--- src/rtl/arb_mux_n.sv ---
// arb_mux_n: N-channel valid/ready mux with fixed-select or round-robin arbitration and a one-word output register
module arb_mux_n #(
  parameter int WIDTH = 8,
  parameter int NUM_CH = 4,
  localparam int SEL_W = $clog2(NUM_CH)
) (
  input  logic                    clk,
  input  logic                    rst,
  input  logic                    mode,
  input  logic [SEL_W-1:0]        sel,
  input  logic [NUM_CH-1:0]       in_valid,
  input  logic [NUM_CH*WIDTH-1:0] in_data,
  output logic [NUM_CH-1:0]       in_ready,
  output logic                    out_valid,
  output logic [WIDTH-1:0]        out_data,
  output logic [SEL_W-1:0]        out_ch,
  input  logic                    out_ready
);
  logic             out_valid_q, out_valid_d;
  logic [WIDTH-1:0] out_data_q, out_data_d;
  logic [SEL_W-1:0] out_ch_q, out_ch_d;
  logic [SEL_W-1:0] rr_ptr_q, rr_ptr_d;
  logic             hi_any, lo_any, fix_any, any, can_load, xfer;
  logic [SEL_W-1:0] hi_g, lo_g, g;
  logic [NUM_CH-1:0] grant;
  logic [WIDTH-1:0] sel_data;
  // pick winner: round-robin prefers lowest index above rr_ptr, else lowest at/below it
  always_comb begin
    hi_any = 1'b0;
    lo_any = 1'b0;
    fix_any = 1'b0;
    hi_g = '0;
    lo_g = '0;
    for (int i = NUM_CH - 1; i >= 0; i--) begin
      if (in_valid[i] && SEL_W'(i) > rr_ptr_q) begin
        hi_any = 1'b1;
        hi_g = SEL_W'(i);
      end
      if (in_valid[i] && SEL_W'(i) <= rr_ptr_q) begin
        lo_any = 1'b1;
        lo_g = SEL_W'(i);
      end
      if (in_valid[i] && sel == SEL_W'(i)) fix_any = 1'b1;
    end
    any = mode ? (hi_any | lo_any) : fix_any;
    g = mode ? (hi_any ? hi_g : lo_g) : sel;
  end
  // one-hot grant and data select; an out-of-range sel matches no channel
  always_comb begin
    grant = '0;
    sel_data = '0;
    for (int i = 0; i < NUM_CH; i++) begin
      if (g == SEL_W'(i)) begin
        grant[i] = any;
        sel_data = in_data[i*WIDTH +: WIDTH];
      end
    end
  end
  assign can_load = ~out_valid_q | out_ready;
  assign in_ready = grant & {NUM_CH{can_load & ~rst}};
  assign xfer = any & can_load & ~rst;
  // load on transfer, drain on consumer accept, otherwise hold
  always_comb begin
    out_valid_d = xfer | (out_valid_q & ~out_ready);
    out_data_d = xfer ? sel_data : out_data_q;
    out_ch_d = xfer ? g : out_ch_q;
    rr_ptr_d = (xfer & mode) ? g : rr_ptr_q;
  end
  // output register and round-robin pointer; reset points at last channel so ch0 wins first
  always_ff @(posedge clk) begin
    if (rst) begin
      out_valid_q <= 1'b0;
      out_data_q <= '0;
      out_ch_q <= '0;
      rr_ptr_q <= SEL_W'(NUM_CH - 1);
    end else begin
      out_valid_q <= out_valid_d;
      out_data_q <= out_data_d;
      out_ch_q <= out_ch_d;
      rr_ptr_q <= rr_ptr_d;
    end
  end
  assign out_valid = out_valid_q;
  assign out_data = out_data_q;
  assign out_ch = out_ch_q;
endmodule

--- config.mk ---
export PLATFORM = sky130hd
export DESIGN_NAME = arb_mux_n
export DESIGN_NICKNAME = d
export VERILOG_FILES = /design/src/rtl/arb_mux_n.sv
export SDC_FILE = /design/constraint.sdc
export NUM_CORES = 1
export LEC_CHECK = 0
export CAP_MARGIN = 15
export CORE_ASPECT_RATIO = 0.75
export CORE_MARGIN = 4
export CORE_UTILIZATION = 30
export CTS_BUF_LIST = sky130_fd_sc_hd__clkbuf_4 sky130_fd_sc_hd__clkbuf_8
export DETAILED_ROUTE_END_ITERATION = 7
export PLACE_DENSITY_LB_ADDON = 0.08
export SETUP_SLACK_MARGIN = 0.05
export SYNTH_ARGS = -nofsm -noshare
export SYNTH_HDL_FRONTEND = slang
export SYNTH_SLANG_ARGS = --single-unit
--- constraint.sdc ---
create_clock -name clk -period 2.5 [get_ports clk]
set_input_delay 0.375 -clock clk [delete_from_list [all_inputs] [get_ports clk]]
set_output_delay 0.375 -clock clk [all_outputs]
set_load 0.02 [all_outputs]
# Yosys cells after proc, flatten, opt, wreduce, memory -nomap -nowiden
# Index checks and enable logic that the tools add are counted.
# op_classes
eq_ne	6
n_mux	31
order_cmp	8
reduce_logical	14
bitwise	12
# ops
operator	count
8-bit 2-to-1 mux	4
2-bit 2-to-1 mux	10
1-bit 2-to-1 mux	17
1-bit logical AND	12
2-bit equality test, second input constant	4
1-bit AND	5
4-bit AND	1
2-bit by 1-bit equality test with 1-bit output, second input constant	2
1-bit by 2-bit > comparator with 1-bit output, first input constant	2
2-bit > comparator, first input constant	2
1-bit by 2-bit less-or-equal comparator with 1-bit output, first input constant	2
2-bit less-or-equal comparator, first input constant	2
2-bit zero test	2
1-bit inverter	3
1-bit bitwise OR	3
# totals
output_inout_bits	15
wordCells	75
regBits	13
inputBits	42

# Depth between registers and ports, before layout
# Gate-level depths: netlist of run 1.
# depth
word_depth	13
ltp_mapped	7
mapped_depth_nobuf	5

# Worst setup path after synthesis of run 1
# Ideal clock, no wire load.
# synth_path
path_type	in2out
start	input port in_valid[1]
end	output port in_ready[2]
t_arrival_ns	1.652
path_stages	6
t_required_ns	2.125
slack_ns	0.473
path_buffers	1
cell_sequence	buf_4 o21ai_1 a211oi_4 or3_4 nand2b_1 nor2_1
# synth_via
elab_chain_len	8
elab_cells_between_ends	20
classes_between	1 x eq/ne; 14 x mux; 2 x bitwise; 3 x reduce/logical
# synth_rtl
element	line_no	source
from (decl)	11	input logic [NUM_CH-1:0] in_valid,
1-bit logical AND, on equally long branches	39, 35	
2-bit 2-to-1 mux, or another cell as far along (2 in series)	39	if (in_valid[i] && SEL_W'(i) <= rr_ptr_q) begin
2-bit 2-to-1 mux (2 in series)	46	g = mode ? (hi_any ? hi_g : lo_g) : sel;
2-bit equality test	53	if (g == SEL_W'(i)) begin
1-bit 2-to-1 mux (*)	53	
4-bit AND (*)	60	assign in_ready = grant & {NUM_CH{can_load & ~rst}};
to (decl)	13	output logic [NUM_CH-1:0] in_ready,
# Mark *: on every way between the ends. The rest lies on a longest branch, timed or not.

# Final worst setup path of run 1
# layout_path
start	input port sel[0]
end	output port in_ready[1]
# layout_via
elab_chain_len	9
elab_cells_between_ends	17
classes_between	4 x eq/ne; 7 x mux; 1 x bitwise; 5 x reduce/logical
# layout_rtl
element	line_no	source
from (decl)	10	input logic [SEL_W-1:0] sel,
2-bit equality test	43	if (in_valid[i] && sel == SEL_W'(i)) fix_any = 1'b1;
1-bit logical AND	43	
1-bit 2-to-1 mux (4 in series)	43	
1-bit 2-to-1 mux	45	any = mode ? (hi_any | lo_any) : fix_any;
1-bit 2-to-1 mux (*)	53	
4-bit AND (*)	60	
# Marks and branches as above.

==> metrics.csv, run 1 <==
metric,value,unit
seq_area,260.3,um^2
synth_edf_count,0,
antennaDiodeCount,0,
met1_length,2.193,mm
yosysSeqAreaShare,0.1949,
path_cells,clkdlybuf4s50_1 > nor2b_1 > a22oi_2 > buf_4 > and2_2 > and3_1 > clkdlybuf4s15_2,
p_per_area,396.5,nW/um^2
avgSynthCellArea,7.853,um^2
synth_nets,212,
met2_length,2.589,mm
synth_seq_cells,13,
worstSetupEndpointType,output pin,
vias,1711,
fillers,415,
synth_flop_cell,dfxtp_1,
dp_slack,-0.3815,ns
grt_max_degree,18,
antenna_found_initial,0,
post_drt_wl_per_cell,16.63,um
outcome,finished clean,
htreeDepth,1,
cts_hold_buf,0,
finalHoldViolations,0,
clk_pin_slew,0.05,ns
nets,292,
vias_per_cell,5.628,
worstSetupPathType,in -> out,
fmax,423.7,MHz
maxCapViolations,0,
grt.total_usage,0.1797,
final_area,2178,um^2
yosys_warnings,0,
cts.sinks,13,
drtIter0Drc,178,
peakVddDrop,0.2580,mV
cp_max_fo,6,
routed-wl-met3,253,um
crit_required,2.12,ns
die_h,65.77,um
yosysTopAreaCell,dfxtp_1,
worstPathArrival,1.99,ns
drc,0,
ant_nets,0,
cp_slowest_cell,clkdlybuf4s50_1,
syn_area,1335,um^2
worstSkewPairLatency,0.24,ns
numCtsBuffers,3,
cp_slowest_stage_delay,0.48,ns
holdWs,0.4565,ns
place_area,2117,um^2
final_util,0.5213,
clk_path_buf_depth,2,
synth_area_leaders,"dfxtp_1 19%, mux2i_1 8.2%, nand4_1 7.5%",
power,863.8,uW
grt_overflow_total,0,
die_w,85.03,um
grt_setup_unrepaired,false,
power_leakage,0.0008901,uW
die_area,5592,um^2
startpoint_type,input pin,
grt_pass1_vias,1750,
min_period,2.360,ns
synth_top_area_share,0.1949,
synth.distinct_cells,42,
cts_root_buffer,clkbuf_8,
syn2layout_area_growth,63.17,%
dpl.hpwl,3.796,mm
setup_viol,0,
finalCritPeriodShare,0.9441,
finalMaxSlewViolations,0,
io_pins,57,
fin_skew,0.001361,ns
tightest_slew,0.4880,ns
port_buffers,56,
cp_top_family,buffers and inverters,
grt_pass1_wl,8.183,mm
synthArstFlopShare,0,
synthCells,170,
wirelength,5.057,mm
synth.cells.most_frequent,"16 x nand4_1, 16 x nor2_1, 13 x dfxtp_1, 13 x nand2_1, 11 x mux2i_1",
crit_buf_inv,3,
rows,20,
top_layer,met4,
worstHoldPathType,reg -> reg,
cts_tree,yes,
relSlewSlack,0.6747,
multi_input_area,992.2,um^2
worst_slack,0.1398,ns
start_util,0.3195,
drive_gt1_frac,0.2129,
core,4179,um^2
gp_congestion,0.8548,
drt_pass1_iterations,4,
worst paths after layout:
check | slack [ns] | from | cells after the start | endpoint
min | 0.46 | out_ch[1] | 2 | out_ch[1]
max | 0.14 | sel[0] | 7 | in_ready[1]
min reg2reg | 0.46 | out_ch[1] | 2 | out_ch[1]
max reg2reg | 0.70 | rr_ptr_q[0] | 7 | out_data[2]
metrics by stage:
| step | TNS, ns | cells |
|---|---|---|
| 3_3_place_gp | -1.285 | 300 |
| 5_1_grt | 0 | 304 |
| 6_report | 0 | 304 |
| 3_5_place_dp | -1.422 | 300 |
| 4_1_cts | 0 | 304 |
| 2_1_floorplan | 0 | 170 |
metal layers:
metal  vias up  track usage
li1        824            -
met1       829       0.2234
met2        56       0.3169
met3         2      0.03861
met4         0      0.04348
met5         -            0
cell families (layout without fill, tap and decap cells):
family,after synthesis,after routing,synth area share
AO/OA/AOI/OAI,41,41,0.2596
buffers and inverters,15,94,0.07403
flip-flops,13,13,0.1949
multiplexers,11,11,0.08248
AND/OR/NAND/NOR,90,90,0.3889
tightest hold or removal path, cell delays in order, from the launching register on:
cell	delay [ns]
dfxtp_1	0.31
nand2_1	0.05
a21oi_1	0.05
flip-flops by register name, summed over array words and instances (netlist names):
| name | flops |
|---|---|
| rr_ptr_q | 2 |
| out_valid | 1 |
| out_data | 8 |
| out_ch | 2 |
area by class of cell:
class | count | area share
clock buffer | 4 | 0.02240
multi-input combinational | 142 | 0.4555
inverter | 1 | 0.001723
tap | 55 | 0.03159
timing repair buffer | 89 | 0.3693
sequential | 13 | 0.1195
power breakdown:
| group | switching [uW] | leakage, uW | internal [uW] | total, uW |
|---|---|---|---|---|
| combinational | 198 | 0.000756 | 213 | 411 |
| clock | 76.5 | 0.0000262 | 124 | 200 |
| sequential | 17.3 | 0.000107 | 235 | 253 |
| total | 292 | 0.000890 | 572 | 864 |
cell usage in the layout (no fill, tap or decap), types with 2 or more instances in the layout:
cell / count
a21oi_1: 2
a221oi_1: 8
a311o_1: 8
and3_1: 9
buf_4: 33
clkbuf_8: 3
clkdlybuf4s15_2: 2
clkdlybuf4s50_1: 46
dfxtp_1: 13
dlygate4sd2_1: 5
dlymetal6s2s_1: 2
mux2i_1: 11
nand2_1: 13
nand2b_1: 3
nand3_1: 10
nand3b_1: 9
nand4_1: 16
nor2_1: 16
nor2b_1: 4
o211ai_1: 8
o21ai_1: 3
timing repair:
action	CTS	global route
buffers inserted	0	0
setup endpoints to repair	4	4
endpoints found under the hold margin	0	0
gates resized for setup	16	4
Power figures use the tool's default switching activity.
==> run 2, diff against run 1 <==
- CTS_BUF_LIST: sky130_fd_sc_hd__clkbuf_4 sky130_fd_sc_hd__clkbuf_8 -> unset
- CTS_CLUSTER_SIZE: unset -> 28
==> run 2 against run 1 <==
Fmax about the same. Non-clock buffer count unchanged. Clock-buffer cell count unchanged. First-iteration DRC count up 2.8%. Final cell count stayed put. Critical path depth unchanged. Power shrank 1.0%. Utilization shrank 0.090 points. Worst setup slack worse by 0.0018 ns. Largest cell class unchanged.
==> metrics.csv, run 2 (synthesis gave the netlist of run 1 again) <==
metric,value,unit
die_w,85.03,um
start_util,0.3195,
grt_setup_unrepaired,false,
clk_pin_slew,0.05,ns
drtIter0Drc,183,
port_buffers,56,
cts_hold_buf,0,
numCtsBuffers,3,
outcome,finished clean,
io_pins,57,
grt_pass1_wl,8.183,mm
maxCapViolations,0,
crit_required,2.12,ns
die_area,5592,um^2
grt_overflow_total,0,
drc,0,
place_area,2117,um^2
cts.sinks,13,
most-common-layout-cells,"46 x clkdlybuf4s50_1, 33 x buf_4, 16 x nor2_1, 16 x nand4_1",
worstSkewPairLatency,0.24,ns
fin_skew,0.001004,ns
grt.total_usage,0.1797,
peakVddDrop,0.2577,mV
min_period,2.362,ns
ant_nets,0,
cts_tree,yes,
worstHoldPathType,reg -> reg,
fmax,423.4,MHz
grt_pass1_vias,1748,
core,4179,um^2
post_cts_buffers,0,
nets,292,
antennaDiodeCount,0,
clk_path_buf_depth,2,
dp_cells,300,
finalCritPeriodShare,0.9448,
worstPathArrival,1.99,ns
post_drt_wl_per_cell,16.66,um
largest_reg_flops,8,
setup_tns,0,ns
final_cells,304,
finalMaxSlewViolations,0,
tightest_slew,0.4867,ns
cp_max_fo,6,
setup_viol,0,
final_area,2175,um^2
cts_root_buffer,clkbuf_8,
die_h,65.77,um
relSlewSlack,0.6755,
power_leakage,0.0008867,uW
dpl.hpwl,3.796,mm
startpoint_type,input pin,
wirelength,5.064,mm
rows,20,
drt_pass1_iterations,4,
vias,1735,
gp_congestion,0.8548,
grt_max_degree,18,
mostFrequentLayoutCell,clkdlybuf4s50_1,
finalHoldViolations,0,
worstSetupEndpointType,output pin,
vias_per_cell,5.707,
worstSetupPathType,in -> out,
syn2layout_area_growth,62.89,%
drive_gt1_frac,0.2088,
p_per_area,393.1,nW/um^2
antenna_found_initial,0,
htreeDepth,1,
[run 2: worst paths after layout]
check | from | endpoint | slack [ns] | cells after the start
setup / recovery | sel[0] | in_ready[1] | 0.14 | 7
hold reg to reg | out_ch[1] | out_ch[1] | 0.45 | 2
setup reg to reg | rr_ptr_q[0] | out_data[2] | 0.70 | 7
hold / removal | out_ch[1] | out_ch[1] | 0.45 | 2
[run 2: final cells by class]
type | instances | area, um^2
tap | 55 | 68.82
clock buffer | 4 | 45.04
multi-input combinational | 142 | 992.2
timing repair buffer | 89 | 804.5
inverter | 1 | 3.754
fill | 415 | 2004
sequential | 13 | 260.3
[run 2: what timing repair did]
| item | in CTS | in global routing |
|---|---|---|
| gates resized for setup | 16 | 4 |
| endpoints found under the setup margin | 4 | 4 |
| endpoints found under the hold margin | 0 | 0 |
[run 2: where the power goes]
part	leakage [uW]	internal (uW)	switching [uW]
combinational	0.000756	213	198
clock	0.0000228	113	77.8
sequential	0.000107	235	17.3
[run 2: per-layer routing]
| layer | vias up | GRT usage | wire length [um] |
|---|---|---|---|
| met1 | 843 | 0.2234 | 2182 |
| met2 | 60 | 0.3169 | 2569 |
| met4 | 0 | 0.04348 | 38 |
| met5 | - | 0 | 0 |
| met3 | 4 | 0.03861 | 274 |
| li1 | 828 | - | - |
[run 2: through the flow]
step,hold slack (ns),power [uW],setup WS (ns),utilization
2_1_floorplan,0.5101,456.1,0.4725,-
3_3_place_gp,0.4523,659.6,-0.3509,0.5066
3_5_place_dp,0.4534,666.4,-0.3815,0.5066
4_1_cts,0.4611,857.0,0.02861,0.5192
5_1_grt,0.4836,902.2,0.04523,0.5204
6_report,0.4539,854.8,0.1379,0.5204
[run 2: worst max-delay path, stage by stage]
cell and delay, ns:
clkdlybuf4s50_1 0.48, nor2b_1 0.22, a22oi_2 0.12, buf_4 0.16, and2_2 0.20, and3_1 0.19
clkdlybuf4s15_2 0.25
